**config.mk**
```make
export PLATFORM = sky130hd
export DESIGN_NAME = fpu_result_queue
export DESIGN_NICKNAME = d
export VERILOG_FILES = /design/src/rtl/fpu_result_queue.sv
export SDC_FILE = /design/constraint.sdc
export NUM_CORES = 1
export LEC_CHECK = 0
export CORE_ASPECT_RATIO = 0.7
export CORE_UTILIZATION = 40
export CTS_BUF_LIST = sky130_fd_sc_hd__clkbuf_8
export DETAILED_ROUTE_END_ITERATION = 10
export PLACE_DENSITY = 0.58
export SYNTH_ARGS = -nofsm -noshare
export SYNTH_HDL_FRONTEND = slang
export SYNTH_SLANG_ARGS = --single-unit
```
**constraint.sdc**
```tcl
create_clock -name clk -period 3.3 [get_ports clk]
set_input_delay 0.66 -clock clk [delete_from_list [all_inputs] [get_ports clk]]
set_output_delay 0.66 -clock clk [all_outputs]
set_load 0.01 [all_outputs]
```
**src/rtl/fpu_result_queue.sv**
```systemverilog
// Result queue behind the pipelined FP adder: credit-based issue control plus a result FIFO.
// Optional macro FPU_RQ_FLAGS_EN stores {nan, inf, zero, sign} flags with every queued result.
module fpu_result_queue #(
    parameter int DEPTH = 4,
    parameter int CNT_W = 3
) (
    input  logic             clk,
    input  logic             rst_n,
    input  logic             issue_valid,
    output logic             issue_ready,
    input  logic             in_valid,
    input  logic [31:0]      in_data,
    output logic             out_valid,
    input  logic             out_ready,
    output logic [31:0]      out_data,
    output logic [3:0]       out_flags,
    output logic [CNT_W-1:0] count,
    output logic             overflow
);

    localparam int PTR_W = $clog2(DEPTH);

    logic [31:0]      mem [DEPTH];
    logic [PTR_W-1:0] wr_ptr;
    logic [PTR_W-1:0] rd_ptr;
    logic [CNT_W-1:0] inflight;
    logic [CNT_W:0]   credit_sum;
    logic             pop;
    logic             push;
    logic             launch;

    assign out_valid  = (count != '0);
    assign pop        = out_valid & out_ready;
    // A full queue still accepts a result when the head leaves in the same cycle.
    assign push       = in_valid & ((count < CNT_W'(DEPTH)) | pop);
    assign credit_sum = {1'b0, count} + {1'b0, inflight};
    assign issue_ready = (credit_sum < (CNT_W + 1)'(DEPTH));
    assign launch     = issue_valid & issue_ready;
    assign out_data   = out_valid ? mem[rd_ptr] : 32'h0;

    always_ff @(posedge clk) begin
        if (push) begin
            mem[wr_ptr] <= in_data;
        end
    end

    always_ff @(posedge clk) begin
        if (!rst_n) begin
            wr_ptr   <= '0;
            rd_ptr   <= '0;
            count    <= '0;
            inflight <= '0;
            overflow <= 1'b0;
        end else begin
            if (push) begin
                wr_ptr <= wr_ptr + PTR_W'(1);
            end
            if (pop) begin
                rd_ptr <= rd_ptr + PTR_W'(1);
            end
            case ({push, pop})
                2'b10:   count <= count + CNT_W'(1);
                2'b01:   count <= count - CNT_W'(1);
                default: count <= count;
            endcase
            // A returning result with nothing in flight is ignored so the credit count cannot wrap.
            if (launch && !in_valid) begin
                inflight <= inflight + CNT_W'(1);
            end else if (!launch && in_valid && (inflight != '0)) begin
                inflight <= inflight - CNT_W'(1);
            end
            if (in_valid && !push) begin
                overflow <= 1'b1;
            end
        end
    end

`ifdef FPU_RQ_FLAGS_EN
    logic [3:0] flag_mem [DEPTH];
    logic [3:0] in_flags;
    logic       exp_ones;
    logic       exp_zero;
    logic       frac_zero;

    assign exp_ones  = (in_data[30:23] == 8'hFF);
    assign exp_zero  = (in_data[30:23] == 8'h00);
    assign frac_zero = (in_data[22:0] == 23'h0);
    assign in_flags  = {exp_ones & ~frac_zero, exp_ones & frac_zero, exp_zero & frac_zero, in_data[31]};

    always_ff @(posedge clk) begin
        if (push) begin
            flag_mem[wr_ptr] <= in_flags;
        end
    end

    assign out_flags = out_valid ? flag_mem[rd_ptr] : 4'h0;
`else
    assign out_flags = 4'h0;
`endif

endmodule

```
Word-level counts from Yosys, hierarchy flattened --
Memory sizes are Yosys's and may differ from the RTL's. A register that Yosys moved wholly into a read port is not among the register bits. Cells that the tools add are included.
Word-level totals: bits in latches 0, register bits after elaboration 11, memories 1, memory bits (writable) 128, bits in read-only memories 0, logic and storage cells 40, output and inout bits 42
Memories:
- mem | depth 4, bits a word 32, read ports 1, clocked after memory_dff 1, wr ports 1, RTL line 23 | logic [31:0] mem [DEPTH];
Operators by class: muxes and demuxes 8, reduce and logical (&&, ||, !) cells 11, multiply operators 0, magnitude comparators 2, shifts and indexed selects 0, add/sub/neg operators 7, div/mod/pow operators 0, bitwise operators 4, equal/unequal tests 2
Operators with widths (count):
- $mux 32 | 1
- $add 3x1->3 const B | 2
- $mux 3 | 2
- $pmux 3 s2 | 1
- $reduce_bool 3->1 | 2
- $sub 3x1->3 const B | 2
- $add 2x1->2 const B | 2
- $add 3x3->4 | 1
- $logic_and 1x1->1 | 4
- $lt 4x3->1 const B | 1
- $mux 2 | 2
- $reduce_bool 2->1 | 2
- $and 1x1->1 | 3
- $logic_not 1->1 | 3
- $lt 3x3->1 const B | 1
- $eq 2x1->1 const B | 1
- $eq 2x2->1 const B | 1
- $mux 1 | 2
- $or 1x1->1 | 1

Logic depth before layout (Yosys ltp) --
Gate-level depths: netlist of run 1.
word-level depth 8, gate-level depth with buffers 9, gate-level depth less buffers 9

Least setup slack after synthesis of run 1 --
No wires, ideal clock.
path type input-to-reg, start input port out_ready, end register count[2], data required time 3224 ps, arrival time 2238 ps, cell stages on the path 9, slack 986 ps, library setup time 76 ps, buffers on the path 0, cells stage by stage nand2b_1 > and2_1 > inv_2 > ha_1 > inv_1 > fa_1 > xor2_1 > or3_1 > a21boi_0
Between the ends: word-level cells in the longest chain between the ends 5
Ends and longest elaborated chain:
- start, declared | RTL line 14 | input logic out_ready,
- $and 1x1->1 * | RTL line 33 | assign pop = out_valid & out_ready;
- $or 1x1->1 | RTL line 35 | assign push = in_valid & ((count < CNT_W'(DEPTH)) | pop);
- $and 1x1->1 | RTL line 35
- $eq 2x1->1 or $eq 2x2->1 (tied branches) | RTL line 61 | case ({push, pop})
- $pmux 3 s2 or $reduce_bool 2->1 (tied branches)
- end signal, assigned | RTL line 62 | 2'b10: count <= count + CNT_W'(1);
- end signal, assigned | RTL line 63 | 2'b01: count <= count - CNT_W'(1);
- end signal, assigned | RTL line 64 | default: count <= count;
- end, declared | RTL line 17 | output logic [CNT_W-1:0] count,
Mark *: on every way between the ends. The rest lies on a longest branch, timed or not. A chain may end at the register's enable or synchronous reset.

==> run_summary.xml, run 1 <==
<?xml version="1.0" encoding="UTF-8"?>
<metrics>
  <group name="status">
    <metric name="run_status" unit="">finished, final reports clean</metric>
  </group>
  <group name="worst_setup_path">
    <metric name="worst_setup_path_end_kind" unit="">primary output</metric>
    <metric name="critPathBufInv" unit="">2</metric>
    <metric name="cp_cell_sequence" unit="">buf_4, mux4_1, and2_1, clkdlybuf4s50_1</metric>
    <metric name="timing.critical_path.required" unit="ps">2640</metric>
    <metric name="crit_arrival" unit="ps">2220</metric>
    <metric name="r2r_cells" unit="">9</metric>
    <metric name="worst_path_dominant_cell_family" unit="">buffers and inverters</metric>
    <metric name="highest_delay_cell_along_the_critical_path" unit="">sky130_fd_sc_hd__mux4_1</metric>
    <metric name="worst-path-max-fanout" unit="">9</metric>
    <metric name="worst-setup-path-type" unit="">register to primary output</metric>
    <metric name="crit_path_start_kind" unit="">register</metric>
    <metric name="worstSetupPathDepth" unit="">4</metric>
    <metric name="crit_path_max_incr_delay" unit="ps">560</metric>
  </group>
  <group name="placement">
    <metric name="port_buffers" unit="">74</metric>
    <metric name="place.gp.congestion" unit="">0.729</metric>
    <metric name="dp.cells" unit="">547</metric>
    <metric name="place.detailed.hpwl" unit="microns">6170</metric>
    <metric name="placement.cell_area" unit="sq um">6680</metric>
  </group>
  <group name="global_route">
    <metric name="vias_in_the_first_global_route" unit="">2928</metric>
    <metric name="grt_start_max_net_pins" unit="">24</metric>
    <metric name="grt_usage" unit="">0.152</metric>
    <metric name="antenna_violations_before_repair" unit="">0</metric>
    <metric name="grt_pass1_wl" unit="microns">15700</metric>
    <metric name="grt-ovfl-total" unit="">0</metric>
  </group>
  <group name="timing">
    <metric name="tns" unit="ps">0</metric>
    <metric name="maxSlewViolCount" unit="">0</metric>
    <metric name="max_freq" unit="GHz">0.347</metric>
    <metric name="time_the_worst_path_needs_with_i_o_delays_and_setup" unit="ps">2880</metric>
    <metric name="final_hold_violating_endpoints" unit="">0</metric>
    <metric name="tightestPinTransition" unit="ps">580</metric>
    <metric name="holdWs" unit="ps">475</metric>
    <metric name="final.setup_skew" unit="ps">10.9</metric>
    <metric name="setup_violations" unit="">0</metric>
    <metric name="rsz0062_at_grt" unit="">no</metric>
    <metric name="worst_slew_margin_rel" unit="">0.613</metric>
    <metric name="period_share" unit="">0.873</metric>
  </group>
  <group name="layout">
    <metric name="layout.filler_cells" unit="">1145</metric>
    <metric name="layout-area-overhead-vs-synth" unit="%">25.1</metric>
    <metric name="final_core_util" unit="">0.512</metric>
    <metric name="final_common_cell" unit="">sky130_fd_sc_hd__edfxtp_1</metric>
    <metric name="num_antenna_cells" unit="">0</metric>
    <metric name="final_cell_area" unit="sq um">7100</metric>
    <metric name="final_layout_size_suffix_gt1_frac" unit="">0.211</metric>
    <metric name="layoutNonFillerInstCount" unit="">579</metric>
    <metric name="final_nets" unit="">422</metric>
    <metric name="layout.cells.most_common_list" unit="">sky130_fd_sc_hd__edfxtp_1, sky130_fd_sc_hd__clkdlybuf4s50_1, sky130_fd_sc_hd__and2_1, sky130_fd_sc_hd__mux4_2, sky130_fd_sc_hd__clkbuf_8</metric>
  </group>
  <group name="routing">
    <metric name="detail_route.vias_per_cell" unit="">4.81</metric>
    <metric name="num_vias" unit="">2785</metric>
    <metric name="route.detailed.wl_per_inst" unit="microns">17.2</metric>
    <metric name="antenna_violating_nets_post_route" unit="">0</metric>
    <metric name="route.detailed.drc" unit="">0</metric>
    <metric name="drt_iter0_drc" unit="">61</metric>
    <metric name="route.final.wire_length" unit="microns">9960</metric>
    <metric name="first_pass_iters" unit="">4</metric>
  </group>
  <group name="power">
    <metric name="sw_frac_of_total" unit="">0.280</metric>
    <metric name="pwr-share-seq" unit="">0.411</metric>
    <metric name="p_switching" unit="mW">1.51</metric>
    <metric name="clock_share_of_power" unit="">0.270</metric>
    <metric name="internal-power" unit="mW">3.88</metric>
    <metric name="vdd_ir_drop_max" unit="mV">0.272</metric>
    <metric name="powerDensity" unit="nW/um^2">759</metric>
    <metric name="leakage" unit="nW">2.36</metric>
    <metric name="combinationalPowerShare" unit="">0.319</metric>
  </group>
  <group name="synth">
    <metric name="syn-cell-area" unit="sq um">5670</metric>
    <metric name="postSynthCellCount" unit="">287</metric>
    <metric name="synth_seq_cells" unit="">141</metric>
    <metric name="number_of_distinct_library_cells_after_synthesis" unit="">35</metric>
    <metric name="synth_area_per_cell" unit="sq um">19.8</metric>
    <metric name="yosysWarnings" unit="">0</metric>
    <metric name="synth.yosys.seq_area_share" unit="">0.723</metric>
  </group>
  <group name="floorplanning">
    <metric name="placementRows" unit="">36</metric>
    <metric name="boundaryPins" unit="">79</metric>
    <metric name="die_x" unit="microns">144</metric>
    <metric name="die-area" unit="sq um">14700</metric>
    <metric name="initial_utilization" unit="">0.409</metric>
    <metric name="core" unit="sq um">13900</metric>
    <metric name="die-height" unit="microns">102</metric>
  </group>
  <group name="hold_path">
    <metric name="min_delay_path_depth" unit="">1</metric>
    <metric name="min-delay-path-class" unit="">register to register</metric>
  </group>
  <group name="clocking">
    <metric name="clk-insertion-delay-late" unit="ps">440</metric>
    <metric name="clk_root_buffer_cell" unit="">sky130_fd_sc_hd__clkbuf_8</metric>
    <metric name="tritoncts" unit="">done</metric>
    <metric name="clock_tree.buffer_depth" unit="">2</metric>
    <metric name="clock-sinks" unit="">141</metric>
    <metric name="postCtsResizedCells" unit="">0</metric>
    <metric name="cts_hold_buf" unit="">0</metric>
    <metric name="clkTransAtPathRegs" unit="ps">80</metric>
    <metric name="postCtsSetupBuffers" unit="">0</metric>
    <metric name="h-tree-depth" unit="">4</metric>
    <metric name="cts-buffers-inserted" unit="">17</metric>
  </group>
  <group name="run">
    <metric name="drv.max_cap_violation_count" unit="">0</metric>
  </group>
</metrics>
## worst paths after layout
kind / from / to / slack (ps)
setup / recovery: register / out_data[31] / 420
hold / removal: overflow / overflow / 470
hold reg to reg: overflow / overflow / 470
setup reg to reg: count[2] / count[2] / 970
## through the flow
| step | setup slack, ps | power, mW |
|---|---|---|
| 2_1_floorplan | 986 | 3.30 |
| 3_3_place_gp | 453 | 4.00 |
| 3_5_place_dp | 372 | 4.01 |
| 4_1_cts | 344 | 5.48 |
| 5_1_grt | 281 | 5.70 |
| 6_report | 419 | 5.39 |
## per-layer routing
metal / part of all wire / vias to the layer above / global-route usage
met2: 0.45 / 67 / 0.230
met1: 0.48 / 1418 / 0.206
li1: - / 1287 / -
met3: 0.047 / 13 / 0.0407
met4: 0.014 / 0 / 0.0704
met5: 0 / - / 0
## area by class of cell
cell class | instances | area, sq um | area share
repair buffers | 83 | 883 | 0.124
clock inverters | 15 | 186 | 0.0263
clock buffers | 17 | 234 | 0.0330
well taps | 190 | 238 | 0.0335
multi-input cells | 126 | 1420 | 0.201
inverters | 7 | 26.3 | 0.00370
flip-flops and latches | 141 | 4110 | 0.579
## flip-flops by register name, indices dropped and copies added, names as in the netlist, named ones only
register and count:
rd_ptr 2, mem 128, count 3, inflight 3, overflow 1, wr_ptr 2
## kinds of logic after synthesis
family,Yosys count,synth area share
flip-flops,141,0.723
AND/OR/NAND/NOR,65,0.0708
multiplexers,37,0.138
buffers and inverters,23,0.0287
adder cells (fa/ha/maj),9,0.0225
AO/OA/AOI/OAI,6,0.00706
XOR/XNOR,5,0.00904
other,1,0.000661
## worst register-to-register path, stage by stage, from the launching register on
cell                       delay [ps]
sky130_fd_sc_hd__dfxtp_1          450
sky130_fd_sc_hd__or3_1            180
sky130_fd_sc_hd__buf_4            220
sky130_fd_sc_hd__and2_4           190
sky130_fd_sc_hd__ha_1             170
sky130_fd_sc_hd__inv_1             60
sky130_fd_sc_hd__fa_1             370
sky130_fd_sc_hd__xor2_1           150
sky130_fd_sc_hd__or3_1            300
sky130_fd_sc_hd__a21boi_0         170
## synth_stat cells, drive strengths merged
cell	count	area, sq um
a21boi	2	15.0
and2	38	240
and3	5	31.3
buf	12	121
clkbuf	4	15.0
conb	1	3.75
dfxtp	13	260
edfxtp	128	3840
fa	2	40.0
ha	7	87.6
inv	7	26.3
mux2	1	15.0
mux2i	4	40.0
mux4	32	728
nand2	7	26.3
nand2b	3	18.8
nand3	2	10.0
nand3b	1	20.0
nor2	2	7.51
nor2b	4	25.0
nor3	1	10.0
o21a	1	7.51
o21ai	2	10.0
o31ai	1	7.51
or3	2	12.5
xnor2	4	42.6
xor2	1	8.76
## power by group through the flow
stage	logic [mW]	registers (mW)	clock network (mW)
2_1_floorplan	1.07	2.23	0
3_3_place_gp	1.75	2.26	0
3_5_place_dp	1.75	2.26	0
4_1_cts	1.76	2.22	1.50
5_1_grt	1.89	2.24	1.57
6_report	1.72	2.22	1.45
No activity file was read; power rests on OpenSTA's default activity.
==> run 2, diff against run 1 <==
--- a/config.mk
+++ b/config.mk
@@ -6,10 +6,11 @@
 export NUM_CORES = 1
 export LEC_CHECK = 0
 export CORE_ASPECT_RATIO = 0.7
-export CORE_UTILIZATION = 40
+export CORE_UTILIZATION = 50
 export CTS_BUF_LIST = sky130_fd_sc_hd__clkbuf_8
 export DETAILED_ROUTE_END_ITERATION = 10
-export PLACE_DENSITY = 0.58
+export GPL_TIMING_DRIVEN = 0
+export PLACE_DENSITY = 0.71
 export SYNTH_ARGS = -nofsm -noshare
 export SYNTH_HDL_FRONTEND = slang
 export SYNTH_SLANG_ARGS = --single-unit
==> run 2 against run 1 <==
Final area down 1.4%. Via count up 0.79%. Flip-flop and latch count unchanged. Fmax down 5.1%. Hold slack better by 9.2 ps. First-iteration DRC count rose to 2.5 times the previous value. Critical path depth up 1. Sequential power about the same. Global-route usage up 2.6 points. Largest power group unchanged.
==> run_summary.xml, run 2 (same netlist as run 1, synthesis figures left out) <==
<?xml version="1.0" encoding="UTF-8"?>
<metrics>
  <group name="status">
    <metric name="run_status" unit="">finished, final reports clean</metric>
  </group>
  <group name="routing">
    <metric name="drt_iter0_drc" unit="">153</metric>
    <metric name="antenna_violating_nets_post_route" unit="">0</metric>
    <metric name="route.detailed.wl_per_inst" unit="microns">17.6</metric>
    <metric name="num_vias" unit="">2807</metric>
    <metric name="route.detailed.drc" unit="">0</metric>
    <metric name="first_pass_iters" unit="">5</metric>
    <metric name="detail_route.vias_per_cell" unit="">5.11</metric>
    <metric name="route.final.wire_length" unit="microns">9680</metric>
  </group>
  <group name="worst_setup_path">
    <metric name="setup.reg_to_reg.worst_slack" unit="ps">1050</metric>
    <metric name="crit_path_max_incr_delay" unit="ps">550</metric>
    <metric name="crit_arrival" unit="ps">2380</metric>
    <metric name="worst-path-max-fanout" unit="">10</metric>
    <metric name="highest_delay_cell_along_the_critical_path" unit="">sky130_fd_sc_hd__clkdlybuf4s50_1</metric>
    <metric name="worst_path_dominant_cell_family" unit="">buffers and inverters</metric>
    <metric name="worst_setup_path_end_kind" unit="">primary output</metric>
    <metric name="crit_path_start_kind" unit="">register</metric>
    <metric name="worst-setup-path-type" unit="">register to primary output</metric>
    <metric name="timing.critical_path.required" unit="ps">2640</metric>
    <metric name="cp_cell_sequence" unit="">or3_1, buf_2, clkbuf_1, and2_1, clkdlybuf4s50_1</metric>
    <metric name="critPathBufInv" unit="">3</metric>
  </group>
  <group name="power">
    <metric name="sw_frac_of_total" unit="">0.270</metric>
    <metric name="leakage" unit="nW">2.37</metric>
    <metric name="internal-power" unit="mW">3.87</metric>
    <metric name="combinationalPowerShare" unit="">0.334</metric>
    <metric name="vdd_ir_drop_max" unit="mV">0.434</metric>
    <metric name="pwr-share-seq" unit="">0.416</metric>
    <metric name="clock_share_of_power" unit="">0.249</metric>
    <metric name="p_switching" unit="mW">1.43</metric>
    <metric name="powerDensity" unit="nW/um^2">757</metric>
  </group>
  <group name="global_route">
    <metric name="antenna_violations_before_repair" unit="">0</metric>
    <metric name="use_met3" unit="">0.0466</metric>
    <metric name="grt-ovfl-total" unit="">0</metric>
    <metric name="grt_usage" unit="">0.178</metric>
    <metric name="grt_start_max_net_pins" unit="">33</metric>
    <metric name="busiest_layer" unit="">met2</metric>
    <metric name="use_met1" unit="">0.238</metric>
    <metric name="grt_pass1_wl" unit="microns">14700</metric>
    <metric name="global_route.usage.met2" unit="">0.269</metric>
    <metric name="vias_in_the_first_global_route" unit="">2842</metric>
  </group>
  <group name="clocking">
    <metric name="clk-insertion-delay-late" unit="ps">430</metric>
    <metric name="clkTransAtPathRegs" unit="ps">70</metric>
    <metric name="clock_tree.buffer_depth" unit="">2</metric>
    <metric name="clk_root_buffer_cell" unit="">sky130_fd_sc_hd__clkbuf_8</metric>
    <metric name="cts-buffers-inserted" unit="">17</metric>
    <metric name="tritoncts" unit="">done</metric>
    <metric name="postCtsSetupBuffers" unit="">0</metric>
    <metric name="cts_hold_buf" unit="">0</metric>
    <metric name="h-tree-depth" unit="">4</metric>
    <metric name="clock-sinks" unit="">141</metric>
    <metric name="postCtsResizedCells" unit="">0</metric>
  </group>
  <group name="layout">
    <metric name="top_register" unit="">mem</metric>
    <metric name="layout.filler_cells" unit="">785</metric>
    <metric name="layout_top_registers" unit="">mem (128), count (3), inflight (3)</metric>
    <metric name="number_of_flip_flops_under_the_largest_register_name" unit="">128</metric>
    <metric name="final_layout_size_suffix_gt1_frac" unit="">0.192</metric>
    <metric name="final_common_cell" unit="">sky130_fd_sc_hd__edfxtp_1</metric>
    <metric name="num_antenna_cells" unit="">0</metric>
    <metric name="layout-area-overhead-vs-synth" unit="%">23.3</metric>
    <metric name="final_nets" unit="">429</metric>
    <metric name="layout.cells.most_common_list" unit="">sky130_fd_sc_hd__edfxtp_1, sky130_fd_sc_hd__clkdlybuf4s50_1, sky130_fd_sc_hd__and2_1, sky130_fd_sc_hd__mux4_2, sky130_fd_sc_hd__clkbuf_8</metric>
  </group>
  <group name="timing">
    <metric name="tns" unit="ps">0</metric>
    <metric name="tightestPinTransition" unit="ps">885</metric>
    <metric name="period_share" unit="">0.920</metric>
    <metric name="final.setup_skew" unit="ps">9.30</metric>
    <metric name="final_hold_violating_endpoints" unit="">0</metric>
    <metric name="worst_slew_margin_rel" unit="">0.410</metric>
    <metric name="rsz0062_at_grt" unit="">no</metric>
    <metric name="time_the_worst_path_needs_with_i_o_delays_and_setup" unit="ps">3040</metric>
    <metric name="maxSlewViolCount" unit="">0</metric>
    <metric name="holdWs" unit="ps">484</metric>
    <metric name="max_freq" unit="GHz">0.329</metric>
    <metric name="setup_violations" unit="">0</metric>
  </group>
  <group name="floorplanning">
    <metric name="die-height" unit="microns">91.1</metric>
    <metric name="core" unit="sq um">11000</metric>
    <metric name="initial_utilization" unit="">0.515</metric>
    <metric name="boundaryPins" unit="">79</metric>
    <metric name="placementRows" unit="">32</metric>
    <metric name="die-area" unit="sq um">11800</metric>
    <metric name="die_x" unit="microns">129</metric>
  </group>
  <group name="hold_path">
    <metric name="min-delay-path-class" unit="">register to register</metric>
  </group>
  <group name="placement">
    <metric name="place.gp.congestion" unit="">0.783</metric>
    <metric name="port_buffers" unit="">74</metric>
    <metric name="place.detailed.hpwl" unit="microns">5690</metric>
  </group>
  <group name="run">
    <metric name="drv.max_cap_violation_count" unit="">0</metric>
  </group>
</metrics>
run 2: cell count changes in the layout (fill, tap and decap cells not counted), moves of 3 or more:
cell | before | now
sky130_fd_sc_hd__clkinv_4 | 3 | 0
sky130_fd_sc_hd__inv_1 | 6 | 11
sky130_fd_sc_hd__clkinv_2 | 1 | 4
sky130_fd_sc_hd__clkbuf_1 | 0 | 4
sky130_fd_sc_hd__inv_6 | 4 | 0
sky130_fd_sc_hd__buf_2 | 0 | 4
sky130_fd_sc_hd__buf_12 | 6 | 3
run 2: cell type report:
type | count | area (sq um) | share of cell area
flip-flops and latches | 141 | 4100 | 0.587
multi-input cells | 126 | 1420 | 0.204
repair buffers | 74 | 741 | 0.106
clock buffers | 17 | 234 | 0.0334
well taps | 153 | 191 | 0.0274
clock inverters | 15 | 140 | 0.0200
plain buffers | 16 | 136 | 0.0195
inverters | 7 | 26.3 | 0.00376
run 2: metrics by stage:
stage	power [mW]	utilization	instance area [sq um]	std cells	setup WS, ps
2_1_floorplan	3.30	-	5690	290	986
4_1_cts	5.36	0.635	7000	549	211
3_5_place_dp	4.04	0.601	6620	517	362
3_3_place_gp	4.01	0.601	6620	517	68.0
6_report	5.30	0.635	7000	549	265
5_1_grt	5.56	0.635	7000	549	106
run 2: path summary, 6_finish.rpt:
| path | startpoint | end | cells past startpoint |
|---|---|---|---|
| hold reg to reg | overflow | overflow | 1 |
| setup / recovery | count[2] | out_data[12] | 5 |
| hold / removal | overflow | overflow | 1 |
| setup reg to reg | count[2] | count[2] | 9 |
run 2: per-layer routing:
metal / wire length, microns / vias to the layer above
met4: 146 / 0
li1: - / 1296
met3: 507 / 14
met2: 4550 / 73
met1: 4480 / 1424
met5: 0 / -
run 2: power groups by stage:
stage,combinational [mW],sequential (mW),clock (mW)
after floorplan,1.07,2.23,0
after global placement,1.77,2.24,0
after detailed placement,1.79,2.25,0
after CTS,1.80,2.21,1.35
after global routing,1.92,2.22,1.42
final,1.77,2.21,1.32
==> variant 1 (config.mk and constraints of run 2) <==
The parameter `DEPTH` goes from 4 to 8.
--- a/src/rtl/fpu_result_queue.sv
+++ b/src/rtl/fpu_result_queue.sv
@@ -1,7 +1,7 @@
 // Result queue behind the pipelined FP adder: credit-based issue control plus a result FIFO.
 // Optional macro FPU_RQ_FLAGS_EN stores {nan, inf, zero, sign} flags with every queued result.
 module fpu_result_queue #(
-    parameter int DEPTH = 4,
+    parameter int DEPTH = 8,
     parameter int CNT_W = 3
 ) (
     input  logic             clk,
Behaviour: not the same (Yosys sat finds a counterexample within 4 cycles, from zero or initial values and one cycle with rst_n low).
==> variant 1 against run 2 <==
- routed wire length grew 110%
- count of clock-buffer cells in the layout grew 24
- register-to-register slack lost 0.16 ns
- final cell count grew 70%
- non-clock buffer count grew 23
- area after synthesis grew 87%
- design area grew 82%
- critical path depth grew 1
- worst setup slack lost 0.12 ns
- sequential cell count grew 131
- sequential share of layout area grew 4.2 points
- power grew 18%
==> variant 1: results <==
{
  "areaGrowthSynthToFinish_pct": 19.88,
  "multi_input_area_share": 0.1936,
  "grt_pass1_wl_mm": 31.22,
  "relSlewSlack": 0.5875,
  "drt_iter0_markers": 378,
  "clk_latency_ns": 0.51,
  "synthXorXnorAreaFrac": 0.004946,
  "clk_share": 0.05246,
  "finalWirelength_mm": 20.16,
  "static-leakage-power_uw": 0.004007,
  "r2r_end": "mem[2][13]",
  "cts-root-buf": "clkbuf_8",
  "dieArea_um2": 21840,
  "gp_congestion": 0.7130,
  "nNonClkBuffers": 113,
  "htree_levels": 2,
  "crit_end": "out_data[11]",
  "finalNetCount": 675,
  "synth_mux_area_frac": 0.1701,
  "placed_cell_area_um2": 12020,
  "regArea_um2": 8008,
  "synth-edff-count": 256,
  "multi_input_gates": 201,
  "cp.arrival_ns": 2.49,
  "grt_max_degree": 23,
  "cts_buffers": 40,
  "vdd_drop_max_mv": 0.2903,
  "grt_pass1_vias": 5495,
  "place_hpwl_mm": 12.43,
  "synth_cell_types": 39,
  "inverters": 4,
  "clockBufferDepth": 3,
  "async_flop_share": 0,
  "drive_gt1_frac": 0.2356,
  "min_path_cells": 2,
  "largest_reg_flops": 256,
  "n_clock_buffer": 41,
  "grt.total_usage": 0.1962,
  "ys_top_cells_by_count": "256 x edfxtp_1, 63 x mux4_2, 39 x nor2_1",
  "status": "finished clean",
  "num_vias": 5168,
  "buf_share": 0.09687,
  "synth_compound_area_frac": 0.007302,
  "synth_area_leaders": "edfxtp_1 72%, mux4_2 13%, mux2i_1 3.3%",
  "finalClockSkew_ns": 0.01096
}
variant 1: kinds of logic (layout without fill, tap and decap cells):
family / after synthesis / in the layout
and+or+nand+nor: 75 / 75
AOI/OAI and AO/OA: 10 / 10
adders and majority gates: 6 / 6
muxes: 100 / 100
buffers and inverters: 31 / 185
other: 1 / 4
DFF: 272 / 272
xor gates and xnor gates: 6 / 6
variant 1: what timing repair did:
action | in CTS | in global routing
pin swaps | 0 | 0
setup endpoints to repair | 17 | 22
gates resized for setup | 3 | 15
hold endpoints to repair | 0 | 0
variant 1: per-layer routing:
layer  track usage  wire (um)
met4       0.04728        330
met3       0.04335       1252
met5             0          0
met2        0.3194       9654
met1        0.2736       8923
variant 1: power by group:
group	leakage (uW)	switching, uW	total [uW]	internal, uW
Combinational	0.00116	67.9	134	66.1
Clock	0.000413	1170	2310	1140
Sequential	0.00243	8.63	3780	3780
Total	0.00401	1250	6230	4990
variant 1: critical path, stage by stage, from the launching register on:
cell,delay (ns)
dfxtp_1,0.32
clkbuf_2,0.27
clkbuf_4,0.31
mux4_2,0.32
mux2i_1,0.22
nor2_1,0.07
clkdlybuf4s50_1,0.48
variant 1: stage by stage:
stage | setup TNS (ns) | std cells | hold WS [ns] | setup WS [ns]
final | 0 | 934 | 0.4959 | 0.1459
after global routing | 0 | 934 | 0.5262 | 0.006582
after CTS | 0 | 934 | 0.5059 | 0.01863
after detailed placement | 0 | 866 | 0.4870 | 0.1714
after global placement | -392.66 | 854 | 0.4677 | -1.773
after floorplan | 0 | 504 | 0.4609 | 0.2654
==> variant 2 (config.mk and constraints of run 2) <==
Made on the original files. Register the output `count` once more, cleared by the reset; this adds one clock of latency there. The other outputs are not delayed to match.
--- a/src/rtl/fpu_result_queue.sv
+++ b/src/rtl/fpu_result_queue.sv
@@ -20,6 +20,8 @@
 
     localparam int PTR_W = $clog2(DEPTH);
 
+    logic [CNT_W-1:0] count_s0;
+
     logic [31:0]      mem [DEPTH];
     logic [PTR_W-1:0] wr_ptr;
     logic [PTR_W-1:0] rd_ptr;
@@ -29,11 +31,11 @@
     logic             push;
     logic             launch;
 
-    assign out_valid  = (count != '0);
+    assign out_valid  = (count_s0 != '0);
     assign pop        = out_valid & out_ready;
     // A full queue still accepts a result when the head leaves in the same cycle.
-    assign push       = in_valid & ((count < CNT_W'(DEPTH)) | pop);
-    assign credit_sum = {1'b0, count} + {1'b0, inflight};
+    assign push       = in_valid & ((count_s0 < CNT_W'(DEPTH)) | pop);
+    assign credit_sum = {1'b0, count_s0} + {1'b0, inflight};
     assign issue_ready = (credit_sum < (CNT_W + 1)'(DEPTH));
     assign launch     = issue_valid & issue_ready;
     assign out_data   = out_valid ? mem[rd_ptr] : 32'h0;
@@ -48,7 +50,7 @@
         if (!rst_n) begin
             wr_ptr   <= '0;
             rd_ptr   <= '0;
-            count    <= '0;
+            count_s0 <= '0;
             inflight <= '0;
             overflow <= 1'b0;
         end else begin
@@ -59,9 +61,9 @@
                 rd_ptr <= rd_ptr + PTR_W'(1);
             end
             case ({push, pop})
-                2'b10:   count <= count + CNT_W'(1);
-                2'b01:   count <= count - CNT_W'(1);
-                default: count <= count;
+                2'b10:   count_s0 <= count_s0 + CNT_W'(1);
+                2'b01:   count_s0 <= count_s0 - CNT_W'(1);
+                default: count_s0 <= count_s0;
             endcase
             // A returning result with nothing in flight is ignored so the credit count cannot wrap.
             if (launch && !in_valid) begin
@@ -98,5 +100,13 @@
     assign out_flags = 4'h0;
 `endif
 
+    always_ff @(posedge clk) begin
+        if (!rst_n) begin
+            count <= '0;
+        end else begin
+            count <= count_s0;
+        end
+    end
+
 endmodule
 
Behaviour: not the same (Yosys sat finds a counterexample within 4 cycles, from zero or initial values and one cycle with rst_n low).
==> variant 2 against run 2 <==
- highest routed layer unchanged
- via count rose by 1.9%
- core utilization grew 0.42 points
- routed wire length rose by 1.3%
- sequential share of layout area barely moved
- power is 2.3% higher
- area after synthesis is 1.3% higher
- sequential power grew 2%
- sequential cell count is 3 higher
- design area up 1.4%
- worst setup slack improved by 0.084 ns
- first-iteration DRC count rose by 27%
==> variant 2: results <==
{
  "gp_congestion": 0.7338,
  "met2_length_mm": 4.756,
  "portBuffers": 73,
  "tightest_slew_ns": 0.8894,
  "gr-usage-met2": 0.3005,
  "final.period_utilization": 0.8942,
  "seq_area_frac_synth": 0.7243,
  "status": "finished clean",
  "crit_end": "out_data[30]",
  "r2r_end": "count_s0[2]",
  "synth_area_leaders": "edfxtp_1 67%, mux4_2 13%, dfxtp_1 5.6%",
  "grt_pass1_vias": 3055,
  "place_ws_ns": 0.2990,
  "wl_per_cell_um": 17.66,
  "grt.total_usage": 0.1878,
  "dp.cells": 523,
  "cp.arrival_ns": 2.29,
  "use_met3": 0.05718,
  "clockBufferDepth": 2,
  "met1_length_mm": 4.419,
  "finalWirelength_mm": 9.802,
  "post-cts-setup-buffers": 0,
  "drt_iter0_markers": 194,
  "place_hpwl_mm": 5.935,
  "num_vias": 2860,
  "vdd_drop_max_mv": 0.3479,
  "hold-worst-slack_ns": 0.4727,
  "grt_pass1_wl_mm": 15.95,
  "ys_top_cells_by_count": "128 x edfxtp_1, 40 x and2_1, 32 x mux4_2",
  "syn_area_per_cell_um2": 19.56,
  "wl_met3_um": 588,
  "use_met1": 0.2423,
  "clkTransAtPathRegs_ns": 0.08,
  "finalNetCount": 435,
  "drive_gt1_frac": 0.2114,
  "synth_cell_types": 34,
  "placed_cell_area_um2": 6688,
  "rrSetupSlack_ns": 1.08,
  "crit_path_start": "count_s0[2]",
  "static-leakage-power_uw": 0.002380
}
-- variant 2: cell families after synthesis --
family / Yosys count / share of synthesized area
buf+inv: 24 / 0.02894
flops: 144 / 0.7243
mux: 37 / 0.1349
fa+ha+maj: 9 / 0.02220
other cells: 1 / 0.0006523
compound gates: 6 / 0.006966
simple gates: 68 / 0.07312
xor+xnor: 5 / 0.008925
-- variant 2: power by group --
group	internal, uW	switching, uW	total (uW)
combinational	1010	755	1770
clock	696	708	1400
sequential	2170	76.1	2250
total	3880	1540	5420
-- variant 2: final cells by class --
type	instances	area, um^2
sequential	144	4164
timing repair buffer	73	730.7
fill	797	3996
clock inverter	15	172.7
clock buffer	17	234.0
buffer	17	140.1
multi-input combinational	129	1435
inverter	7	26.28
tap	153	191.4
-- variant 2: worst max-delay path, stage by stage, from the launching register on --
cell             delay (ns)
dfxtp_1                0.42
or3_1                  0.13
buf_2                  0.18
clkbuf_1               0.37
and2_1                 0.21
clkdlybuf4s50_1        0.55
